$ cat src/rtl/calc_pkg.sv
// Shared types and constants for the calculator entry sequencer.
//   state_e : entry state machine encoding (3 bits)
//   KEY_*   : keypad codes above the digits 0-9
//   SRC_*   : memory write source select
//   ctrl_t  : registered control pulse bundle driven to the datapath
package calc_pkg;

    typedef enum logic [2:0] {
        IDLE_A = 3'd0,
        A_ENT  = 3'd1,
        B_ENT  = 3'd2,
        B_IDLE = 3'd3,
        WAIT   = 3'd4,
        RESULT = 3'd5
    } state_e;

    localparam logic [3:0] KEY_CLR = 4'd10;
    localparam logic [3:0] KEY_SUB = 4'd11;
    localparam logic [3:0] KEY_ADD = 4'd12;
    localparam logic [3:0] KEY_EQ  = 4'd13;
    localparam logic [3:0] KEY_RCL = 4'd14;
    localparam logic [3:0] KEY_STO = 4'd15;

    localparam logic [1:0] SRC_A   = 2'd0;
    localparam logic [1:0] SRC_B   = 2'd1;
    localparam logic [1:0] SRC_RES = 2'd2;

    typedef struct packed {
        logic       a_shift;
        logic       b_shift;
        logic       a_clr;
        logic       b_clr;
        logic       op_load;
        logic       op_sub;
        logic       res_to_a;
        logic       mem_store;
        logic [1:0] mem_src;
        logic       mem_load_a;
        logic       mem_load_b;
        logic       alu_start;
        logic       err;
    } ctrl_t;

    function automatic logic is_digit(input logic [3:0] k);
        return k <= 4'd9;
    endfunction

endpackage

$ cat src/rtl/calc_watchdog.sv
// ALU wait watchdog: counts cycles while enabled, flags the last allowed cycle.
//   clk, rst_n : clock, asynchronous active-low reset
//   clr_i      : restart the count at zero (entry into the wait state)
//   en_i       : count this cycle (sequencer is waiting for the ALU)
//   expire_c   : combinational, high on the cycle whose edge ends the wait budget
module calc_watchdog #(
    parameter int unsigned ALU_TIMEOUT = 64
) (
    input  logic clk,
    input  logic rst_n,
    input  logic clr_i,
    input  logic en_i,
    output logic expire_c
);

    localparam int unsigned          TMR_W    = $clog2(ALU_TIMEOUT);
    localparam logic [TMR_W-1:0]     TMR_LAST = TMR_W'(ALU_TIMEOUT - 1);

    logic [TMR_W-1:0] timer_q, timer_d;

    // Next count
    always_comb begin
        timer_d = timer_q;
        if (clr_i) begin
            timer_d = '0;
        end else if (en_i) begin
            timer_d = timer_q + TMR_W'(1);
        end
    end

    // Count register
    always_ff @(posedge clk or negedge rst_n) begin
        if (!rst_n) begin
            timer_q <= '0;
        end else begin
            timer_q <= timer_d;
        end
    end

    assign expire_c = en_i && (timer_q == TMR_LAST);

endmodule

$ cat src/rtl/calc_seq.sv
// Calculator entry sequencer: turns accepted keypad codes into one-cycle
// registered control pulses for the operand registers, memory and ALU.
//   clk, rst_n         : clock, asynchronous active-low reset
//   key_valid/key_code : keypad handshake in; key_ready (combinational) out
//   alu_done           : ALU completion, only looked at while waiting
//   a_shift..err       : registered one-cycle control pulses
//   mem_src            : memory write source, qualified by mem_store
//   state, digit_cnt   : current state and digits in the operand being entered
module calc_seq
    import calc_pkg::*;
#(
    parameter int unsigned DIGITS      = 4,
    parameter int unsigned ALU_TIMEOUT = 64
) (
    input  logic                           clk,
    input  logic                           rst_n,
    input  logic                           key_valid,
    input  logic [3:0]                     key_code,
    output logic                           key_ready,
    input  logic                           alu_done,
    output logic                           a_shift,
    output logic                           b_shift,
    output logic                           a_clr,
    output logic                           b_clr,
    output logic                           op_load,
    output logic                           op_sub,
    output logic                           res_to_a,
    output logic                           mem_store,
    output logic [1:0]                     mem_src,
    output logic                           mem_load_a,
    output logic                           mem_load_b,
    output logic                           alu_start,
    output logic                           err,
    output logic [2:0]                     state,
    output logic [$clog2(DIGITS+1)-1:0]    digit_cnt
);

    localparam int unsigned          CNT_W   = $clog2(DIGITS + 1);
    localparam logic [CNT_W-1:0]     CNT_MAX = CNT_W'(DIGITS);
    localparam logic [CNT_W-1:0]     CNT_ONE = CNT_W'(1);

    state_e             state_q, state_d;
    logic [CNT_W-1:0]   cnt_q, cnt_d;
    ctrl_t              ctrl_q, ctrl_d;

    logic accept, digit, op_key, clr_key, cnt_full;
    logic wd_clr, wd_expire;

    assign key_ready = (state_q != WAIT);
    assign accept    = key_valid && key_ready;
    assign digit     = is_digit(key_code);
    assign op_key    = (key_code == KEY_SUB) || (key_code == KEY_ADD);
    assign clr_key   = (key_code == KEY_CLR);
    assign cnt_full  = (cnt_q >= CNT_MAX);

    calc_watchdog #(.ALU_TIMEOUT(ALU_TIMEOUT)) u_watchdog (
        .clk      (clk),
        .rst_n    (rst_n),
        .clr_i    (wd_clr),
        .en_i     (state_q == WAIT),
        .expire_c (wd_expire)
    );

    // State, digit count and pulse registers
    always_ff @(posedge clk or negedge rst_n) begin
        if (!rst_n) begin
            state_q <= IDLE_A;
            cnt_q   <= '0;
            ctrl_q  <= '0;
        end else begin
            state_q <= state_d;
            cnt_q   <= cnt_d;
            ctrl_q  <= ctrl_d;
        end
    end

    // Next state and digit count
    always_comb begin
        state_d = state_q;
        cnt_d   = cnt_q;
        wd_clr  = 1'b0;
        if (accept && clr_key) begin
            state_d = IDLE_A;
            cnt_d   = '0;
        end else begin
            case (state_q)
                IDLE_A: if (accept) begin
                    if (digit) begin
                        state_d = A_ENT;
                        cnt_d   = CNT_ONE;
                    end else if (key_code == KEY_RCL) begin
                        state_d = A_ENT;
                        cnt_d   = CNT_MAX;
                    end
                end
                A_ENT: if (accept) begin
                    if (digit && !cnt_full) begin
                        cnt_d = cnt_q + CNT_ONE;
                    end else if (op_key) begin
                        state_d = B_IDLE;
                        cnt_d   = '0;
                    end
                end
                B_IDLE: if (accept) begin
                    if (digit) begin
                        state_d = B_ENT;
                        cnt_d   = CNT_ONE;
                    end else if (key_code == KEY_RCL) begin
                        state_d = B_ENT;
                        cnt_d   = CNT_MAX;
                    end
                end
                B_ENT: if (accept) begin
                    if (digit && !cnt_full) begin
                        cnt_d = cnt_q + CNT_ONE;
                    end else if (key_code == KEY_EQ) begin
                        state_d = WAIT;
                        wd_clr  = 1'b1;
                    end
                end
                WAIT: begin
                    // done beats a coincident timeout
                    if (alu_done) begin
                        state_d = RESULT;
                    end else if (wd_expire) begin
                        state_d = IDLE_A;
                        cnt_d   = '0;
                    end
                end
                RESULT: if (accept) begin
                    if (digit) begin
                        state_d = A_ENT;
                        cnt_d   = CNT_ONE;
                    end else if (op_key) begin
                        state_d = B_IDLE;
                        cnt_d   = '0;
                    end else if (key_code == KEY_RCL) begin
                        state_d = A_ENT;
                        cnt_d   = CNT_MAX;
                    end
                end
                default: state_d = IDLE_A;
            endcase
        end
    end

    // Control pulses for the cycle after the accepting edge
    always_comb begin
        ctrl_d = '0;
        if (accept && clr_key) begin
            ctrl_d.a_clr = 1'b1;
            ctrl_d.b_clr = 1'b1;
        end else begin
            case (state_q)
                IDLE_A: if (accept) begin
                    if (digit) begin
                        ctrl_d.a_shift = 1'b1;
                    end else if (key_code == KEY_RCL) begin
                        ctrl_d.mem_load_a = 1'b1;
                    end else if (key_code == KEY_STO) begin
                        ctrl_d.mem_store = 1'b1;
                        ctrl_d.mem_src   = SRC_A;
                    end
                end
                A_ENT: if (accept) begin
                    if (digit) begin
                        ctrl_d.a_shift = !cnt_full;
                        ctrl_d.err     = cnt_full;
                    end else if (op_key) begin
                        ctrl_d.op_load = 1'b1;
                        ctrl_d.op_sub  = (key_code == KEY_SUB);
                        ctrl_d.b_clr   = 1'b1;
                    end else if (key_code == KEY_STO) begin
                        ctrl_d.mem_store = 1'b1;
                        ctrl_d.mem_src   = SRC_A;
                    end
                end
                B_IDLE: if (accept) begin
                    if (digit) begin
                        ctrl_d.b_shift = 1'b1;
                    end else if (key_code == KEY_RCL) begin
                        ctrl_d.mem_load_b = 1'b1;
                    end else if (op_key) begin
                        ctrl_d.op_load = 1'b1;
                        ctrl_d.op_sub  = (key_code == KEY_SUB);
                    end
                end
                B_ENT: if (accept) begin
                    if (digit) begin
                        ctrl_d.b_shift = !cnt_full;
                        ctrl_d.err     = cnt_full;
                    end else if (key_code == KEY_EQ) begin
                        ctrl_d.alu_start = 1'b1;
                    end else if (key_code == KEY_STO) begin
                        ctrl_d.mem_store = 1'b1;
                        ctrl_d.mem_src   = SRC_B;
                    end
                end
                WAIT: begin
                    if (!alu_done && wd_expire) begin
                        ctrl_d.err   = 1'b1;
                        ctrl_d.a_clr = 1'b1;
                        ctrl_d.b_clr = 1'b1;
                    end
                end
                RESULT: if (accept) begin
                    if (digit) begin
                        // datapath clears A then appends the digit
                        ctrl_d.a_clr   = 1'b1;
                        ctrl_d.a_shift = 1'b1;
                    end else if (op_key) begin
                        ctrl_d.res_to_a = 1'b1;
                        ctrl_d.op_load  = 1'b1;
                        ctrl_d.op_sub   = (key_code == KEY_SUB);
                        ctrl_d.b_clr    = 1'b1;
                    end else if (key_code == KEY_RCL) begin
                        ctrl_d.mem_load_a = 1'b1;
                    end else if (key_code == KEY_STO) begin
                        ctrl_d.mem_store = 1'b1;
                        ctrl_d.mem_src   = SRC_RES;
                    end
                end
                default: ctrl_d = '0;
            endcase
        end
    end

    assign a_shift    = ctrl_q.a_shift;
    assign b_shift    = ctrl_q.b_shift;
    assign a_clr      = ctrl_q.a_clr;
    assign b_clr      = ctrl_q.b_clr;
    assign op_load    = ctrl_q.op_load;
    assign op_sub     = ctrl_q.op_sub;
    assign res_to_a   = ctrl_q.res_to_a;
    assign mem_store  = ctrl_q.mem_store;
    assign mem_src    = ctrl_q.mem_src;
    assign mem_load_a = ctrl_q.mem_load_a;
    assign mem_load_b = ctrl_q.mem_load_b;
    assign alu_start  = ctrl_q.alu_start;
    assign err        = ctrl_q.err;
    assign state      = state_q;
    assign digit_cnt  = cnt_q;

endmodule
$ cat config.mk
export PLATFORM = sky130hd
export DESIGN_NAME = calc_seq
export DESIGN_NICKNAME = d
export VERILOG_FILES = /design/src/rtl/calc_pkg.sv /design/src/rtl/calc_watchdog.sv /design/src/rtl/calc_seq.sv
export SDC_FILE = /design/constraint.sdc
export NUM_CORES = 1
export LEC_CHECK = 0
export BUFFER_PORTS_ARGS = -buffer_cell sky130_fd_sc_hd__buf_2
export CORE_MARGIN = 5
export CORE_UTILIZATION = 60
export DETAILED_ROUTE_END_ITERATION = 10
export MAX_ROUTING_LAYER = met4
export PLACE_DENSITY = 0.85
export SYNTH_ARGS = -nofsm -noshare
export SYNTH_HDL_FRONTEND = slang
export SYNTH_SLANG_ARGS = --single-unit
$ cat constraint.sdc
create_clock -name clk -period 5 [get_ports clk]
set_input_delay 0.25 -clock clk [delete_from_list [all_inputs] [get_ports clk]]
set_output_delay 0.25 -clock clk [all_outputs]
set_load 0.02 [all_outputs]
-- Word-level counts from Yosys, hierarchy flattened
Index checks and enable logic that the tools add are counted.
- add/sub/neg operators: 2
- $lt $le $gt $ge: 2
- eq/ne operators: 29
- multiplexer cells: 91
- reduce and logical (&&, ||, !) cells: 15
- operators with widths (kind ; number):
    2-to-1 mux 3 bit ; 45
    inequality test 3 bit, second input constant ; 13
    == test 4 bit, second input constant ; 6
    2-to-1 mux 1 bit ; 19
    one-hot mux 3 bit (6 select lines) ; 1
    2-to-1 mux 2 bit ; 8
    2-to-1 mux 4 bit ; 4
    one-hot mux 3 bit (5 select lines) ; 1
    2-to-1 mux 6 bit ; 2
    inequality test 4 bit, second input constant ; 3
    one-hot mux 3 bit (4 select lines) ; 1
    AND reduction 11 bit ; 1
    2-to-1 mux 10 bit ; 1
    2-to-1 mux 9 bit ; 1
    AND reduction 9 bit ; 1
    2-to-1 mux 8 bit ; 1
    one-hot mux 1 bit (2 select lines) ; 4
    adder 6 x 1 -> 6 bit, second input constant ; 1
    == test 3 x 2 -> 1 bit, second input constant ; 2
    == test 3 bit, second input constant ; 2
    == test 6 bit, second input constant ; 1
    one-hot mux 1 bit (3 select lines) ; 2
    one-hot mux 2 bit (3 select lines) ; 1
    nonzero test 6 bit ; 1
    11 further kinds ; 17
- register bits: 26
- bits of input ports: 8
- output and inout port bits: 21
- logic and storage cells: 155

-- Logic depth before layout (Yosys ltp)
- depth in word-level cells: 8
- mapped depth: 7
- depth with buffers taken out: 7

-- By module
From an unflattened synthesis, not the netlist that was laid out.
- cells, all modules: 193
- area total of the unflattened synthesis: 1732.9 um2
- by module, submodules not included (module ; times used ; cells each ; area each (um2) ; seq. area each (um2)):
    calc_seq ; 1 ; 165 ; 1442.6 ; 500.5
    calc_watchdog ; 1 ; 28 ; 290.3 ; 150.1

-- Worst setup path after synthesis
No wires, ideal clock.
- path kind: register to register
- from: register state_q[2], in the netlist state[2]
- to: register state_q[1], in the netlist state[1]
- setup time: 125 ps
- arrival: 1919 ps
- data required time: 4875 ps
- setup slack: 2956 ps
- stages on the path, launching flop included: 8
- buffers on the path: 0
- period minus slack after synthesis: 2044 ps
- cell sequence: dfrtp_1 -> inv_1 -> nor3_4 -> clkinv_1 -> nor2_1 -> a221o_1 -> nand2b_4 -> mux2_2
- cells in the longest elaborated chain, start to end: 5
- elaborated cells between the ends (all ways): 24
- classes of those cells: eq/ne (17); mux (2); reduce/logical (5)
- ends and longest elaborated chain (element ; RTL line ; text):
    start: declaration ; calc_seq.sv:42 ; state_e state_q, state_d;
    start signal: assignment ; calc_seq.sv:71 ; state_q <= state_d;
    inequality test 3 bit (*) ; calc_seq.sv:49 ; assign key_ready = (state_q != WAIT);
    net key_ready ; calc_seq.sv:19 ; output logic key_ready,
    logical AND 1 bit (*) ; calc_seq.sv:50 ; assign accept = key_valid && key_ready;
    logical AND 1 bit ; calc_seq.sv:82 ; if (accept && clr_key) begin
    inequality test 4 bit (no line) / inequality test 3 bit (equally long branches) ; - ;
    AND reduction 11 bit (no line) ; - ;
The timed path passes the listed nets; every way through them passes the cells marked *.
A chain may end at the register's enable or synchronous reset.

-- Worst setup path after layout
- from: register state_q[2], in the netlist state[2]
- to: register cnt_q[1], in the netlist digit_cnt[1]
- cells in the longest elaborated chain, start to end: 5
- elaborated cells between the ends (all ways): 23
- classes of those cells: eq/ne (14); mux (2); reduce/logical (7)
- ends and longest elaborated chain (element ; RTL line ; text):
    inequality test 3 bit ; calc_seq.sv:49 ;
    logical AND 1 bit ; calc_seq.sv:50 ;
    logical AND 1 bit ; calc_seq.sv:82 ;
    inequality test 4 bit (no line), or another cell as far along ; - ;
    AND reduction 9 bit (no line) ; - ;
    end signal: assignment ; calc_seq.sv:72 ; cnt_q <= cnt_d;
    end: declaration ; calc_seq.sv:43 ; logic [CNT_W-1:0] cnt_q, cnt_d;
Several ways; a longest one is shown, not always the timed one.

==> reports/results.txt <==
Setup repair after global routing left no endpoint under its margin. Number of buffers inserted during clock tree synthesis: 3. The initialized floorplan defines 19 standard-cell rows. The run gives 1418 as the via count of the first global-routing pass.

The routed layout has 1487 vias. Summed over all layers, the global routing overflow is 0. In the routed layout, each cell is associated on average with a via count of 6.20. The logs give 0 for the count of synthesis-stage warnings from yosys and 0.33 ns for the clock latency on the worst-skew pair. IR analysis of the VDD net gives a maximum drop of 400 uV. The number of antenna violations at the first check in global routing was 0; the final net count was 221.

The flow ran to the end, and the final reports show no timing, DRC or antenna violations. The placer's final routability congestion estimate was 0.944; the first-pass GRT wire length was 6.84 mm. The library cell used most frequently in the layout, excluding fill and tap cells, is sky130_fd_sc_hd__buf_2.

The run gives 56 as the post-synthesis cell type count. Of the synthesized area, sequential elements account for 39.2%. During placement, the flow inserted port buffers numbering 28.

Summed over all cells, the static leakage comes to 0.847 nW. The worst path in the final design needs a cycle of 2.52 ns, including I/O delays and setup. For the required time reported for the critical path endpoint, the log shows 5.28 ns.

The area added between synthesis and finish is 10.6%, and the antenna cell count is 0. Traced cell by cell, the critical path runs through inv_1 -> nor3_4 -> clkinv_1 -> and3_1 -> o21ai_0 -> a221o_1. The die covers 0.00392 mm2. The starting utilization of the core area is 61.2%, and the width of the die is 62.6 um.

Overall global routing resource usage: 21.4%. After legalization and detailed placement, the total HPWL measured 2.91 mm. Setup violations remaining at the end of the flow were counted as 0.

The maximum fanout along the worst path came out at 22. The arrival time reported for the critical path endpoint is 2.80 ns, and the sum of buffers and inverters on the critical path is 2. The achievable frequency was 0.397 GHz; the number of primary I/O pins was 29. The finished layout holds 240 standard cells, fillers aside.

Across the run, the number of max-cap violations was 0. For the maximum number of pins on one net before global-route repair, the log shows 27. Power density relative to cell area: 527 mW/mm2. Critical path endpoint category: a register.

The number of pins with negative max-slew slack in the final report is 0. Once detail routing completed, the nets flagged for antenna violations numbered 0. CTS saw 26 sinks. The tools report the cell at the root of the clock tree as sky130_fd_sc_hd__clkbuf_4. No sink is reached through more buffers than the 2 on the longest clock path. TritonCTS built the clock tree.

The clock transition time at the flip-flop clock pins of the worst setup and hold paths works out to 0.15 ns. The largest individual stage delay along the critical path comes from the cell sky130_fd_sc_hd__dfrtp_1. The vertical die dimension works out to 62.6 um. Number of enable flip-flop cells after synthesis: 0. The number of failing hold endpoints at the final stage was 0; the placeable core area was 0.00271 mm2.

In the layout the commonest cells are sky130_fd_sc_hd__buf_2, sky130_fd_sc_hd__dfrtp_1, sky130_fd_sc_hd__nor2_1. Dividing the detail-routed wire length by the instance count gives 16.4 um. The post-CTS setup repair buffer count is 0, and the count of TritonRoute iterations in the first routing pass is 4. Wires add up to 3.95 mm. For the post-detailed-route DRC marker count, the log shows 0.

The logs give 1 for the count of H-tree levels built during CTS and 0 for the number of gates resized after cts. The fraction of registers with async set/reset is 100%. The worst setup path is launched from a register. The mapped netlist covers 0.00166 mm2. The run gives 109 as the starting DRC count in detailed routing. The worst path uses 50.4% of the clock period. Among all flip-flop cells after synthesis, the most frequent one is sky130_fd_sc_hd__dfrtp_1. Grouping stages by cell kind, the critical path spends the most delay in flip-flops. The worst setup path is of the register to register kind. The path category of the worst min-delay check was primary input to register. The largest clock skew in the final design is 0.0155 ns, and the share of cells above drive strength 1 is 22.0%. At the pin with the least slew margin, the transition time is 0.962 ns. Number of instances in the placed design: 235.

The flip-flop and latch count after synthesis came out at 26. The headroom to the max-slew limit was 35.2%; the mean area per synthesized cell was 8.92 um2. Synthesis produced 186 cells.

On the worst path, the slowest cell contributes a delay of 0.80 ns. When the netlist entered floorplanning its net count stood at 197. For the final routed database, the setup TNS stands at 0 ns.
==> where the power goes <==
group / internal [mW] / total (mW) / switching, mW
clock network: 0.0810 / 0.145 / 0.0644
logic: 0.197 / 0.439 / 0.242
registers: 0.262 / 0.382 / 0.120
==> area by class of cell <==
cell class              count  area (um2)
multi-input cells         143         917
repair buffers             29         150
inverters                   7        26.3
fillers                   247         875
flip-flops and latches     26         651
clock inverters             1        30.0
well taps                  31        38.8
clock buffers               3        22.5
==> routing by layer <==
layer  track usage, %  wire length, um
met5                -                0
met4             6.37               41
met3             2.34              281
met2             33.3             1860
met1             29.5             1770
==> path summary, 6_finish.rpt <==
kind                                    endpoint  slack [ns]                  start  depth (start not counted)
setup / recovery                    digit_cnt[1]        2.48               state[2]                          6
min in group asynchronous               res_to_a        0.42                  rst_n                          2
setup reg to reg                    digit_cnt[1]        2.48               state[2]                          6
hold / removal                          res_to_a        0.25              key_valid                          3
hold reg to reg            u_watchdog.timer_q[1]        0.56  u_watchdog.timer_q[1]                          2
max in group asynchronous             mem_src[1]        4.21                  rst_n                          2
==> kinds of logic (layout without fill, tap and decap cells) <==
group	count (synthesis)	in the layout	synth area share [%]
compound gates	44	44	17.9
mux	5	5	3.32
simple gates	85	85	28.7
buf+inv	17	40	5.50
flops	26	26	39.2
fa+ha+maj	3	3	2.26
xor+xnor	6	6	3.17
==> what timing repair did <==
action	in CTS	in global routing
endpoints found under the setup margin	0	0
hold buffers	1	0
endpoints found under the hold margin	26	0
==> tightest hold or removal path: cells and delay by family <==
| kind | cells | cell delay, ns |
|---|---|---|
| buf+inv | 1 | 0.17 |
| simple gates | 2 | 0.14 |
==> stage by stage <==
step / power (mW) / area (um2) / hold slack [ns] / setup slack (ns) / util, %
2_1_floorplan: 0.712 / 1660 / -0.0456 / 2.96 / -
3_3_place_gp: 0.799 / 1770 / 0.253 / 2.68 / 65.4
3_5_place_dp: 0.814 / 1770 / 0.273 / 2.59 / 65.4
4_1_cts: 0.959 / 1840 / 0.244 / 2.53 / 67.7
5_1_grt: 1.05 / 1840 / 0.256 / 2.27 / 67.7
6_report: 0.967 / 1840 / 0.250 / 2.48 / 67.7
==> registers in the layout (all words and copies together) (netlist names) <==
signal / flops
alu_start: 1
mem_store: 1
mem_src: 2
res_to_a: 1
op_sub: 1
b_shift: 1
u_watchdog.timer_q: 6
a_shift: 1
b_clr: 1
op_load: 1
mem_load_a: 1
err: 1
a_clr: 1
state: 3
digit_cnt: 3
mem_load_b: 1
==> cell usage after synthesis (2+ instances only) <==
cell	instances	area share, %
sky130_fd_sc_hd__o21ai_0	11	3.3
sky130_fd_sc_hd__dfrtp_1	26	39
sky130_fd_sc_hd__o31ai_1	2	0.90
sky130_fd_sc_hd__nor4_1	3	1.1
sky130_fd_sc_hd__clkbuf_1	5	1.1
sky130_fd_sc_hd__inv_1	6	1.4
sky130_fd_sc_hd__ha_1	3	2.3
sky130_fd_sc_hd__a2111oi_0	2	1.1
sky130_fd_sc_hd__buf_6	3	2.0
sky130_fd_sc_hd__nand2_1	17	3.8
sky130_fd_sc_hd__nor2b_1	3	1.1
sky130_fd_sc_hd__nor3_1	2	0.60
sky130_fd_sc_hd__mux2_2	4	2.7
sky130_fd_sc_hd__nor3b_1	2	0.90
sky130_fd_sc_hd__nand3b_1	2	0.90
sky130_fd_sc_hd__and3_1	2	0.75
sky130_fd_sc_hd__o21bai_1	2	0.90
sky130_fd_sc_hd__xnor2_1	3	1.6
sky130_fd_sc_hd__or3b_2	2	1.1
sky130_fd_sc_hd__nand2b_1	3	1.1
sky130_fd_sc_hd__xor2_1	3	1.6
sky130_fd_sc_hd__a221o_1	2	1.2
sky130_fd_sc_hd__nand4_1	4	1.5
sky130_fd_sc_hd__nand3_1	10	3.0
sky130_fd_sc_hd__a21oi_1	12	3.6
sky130_fd_sc_hd__nor2_1	22	5.0
(Power assumes the default switching activity.)
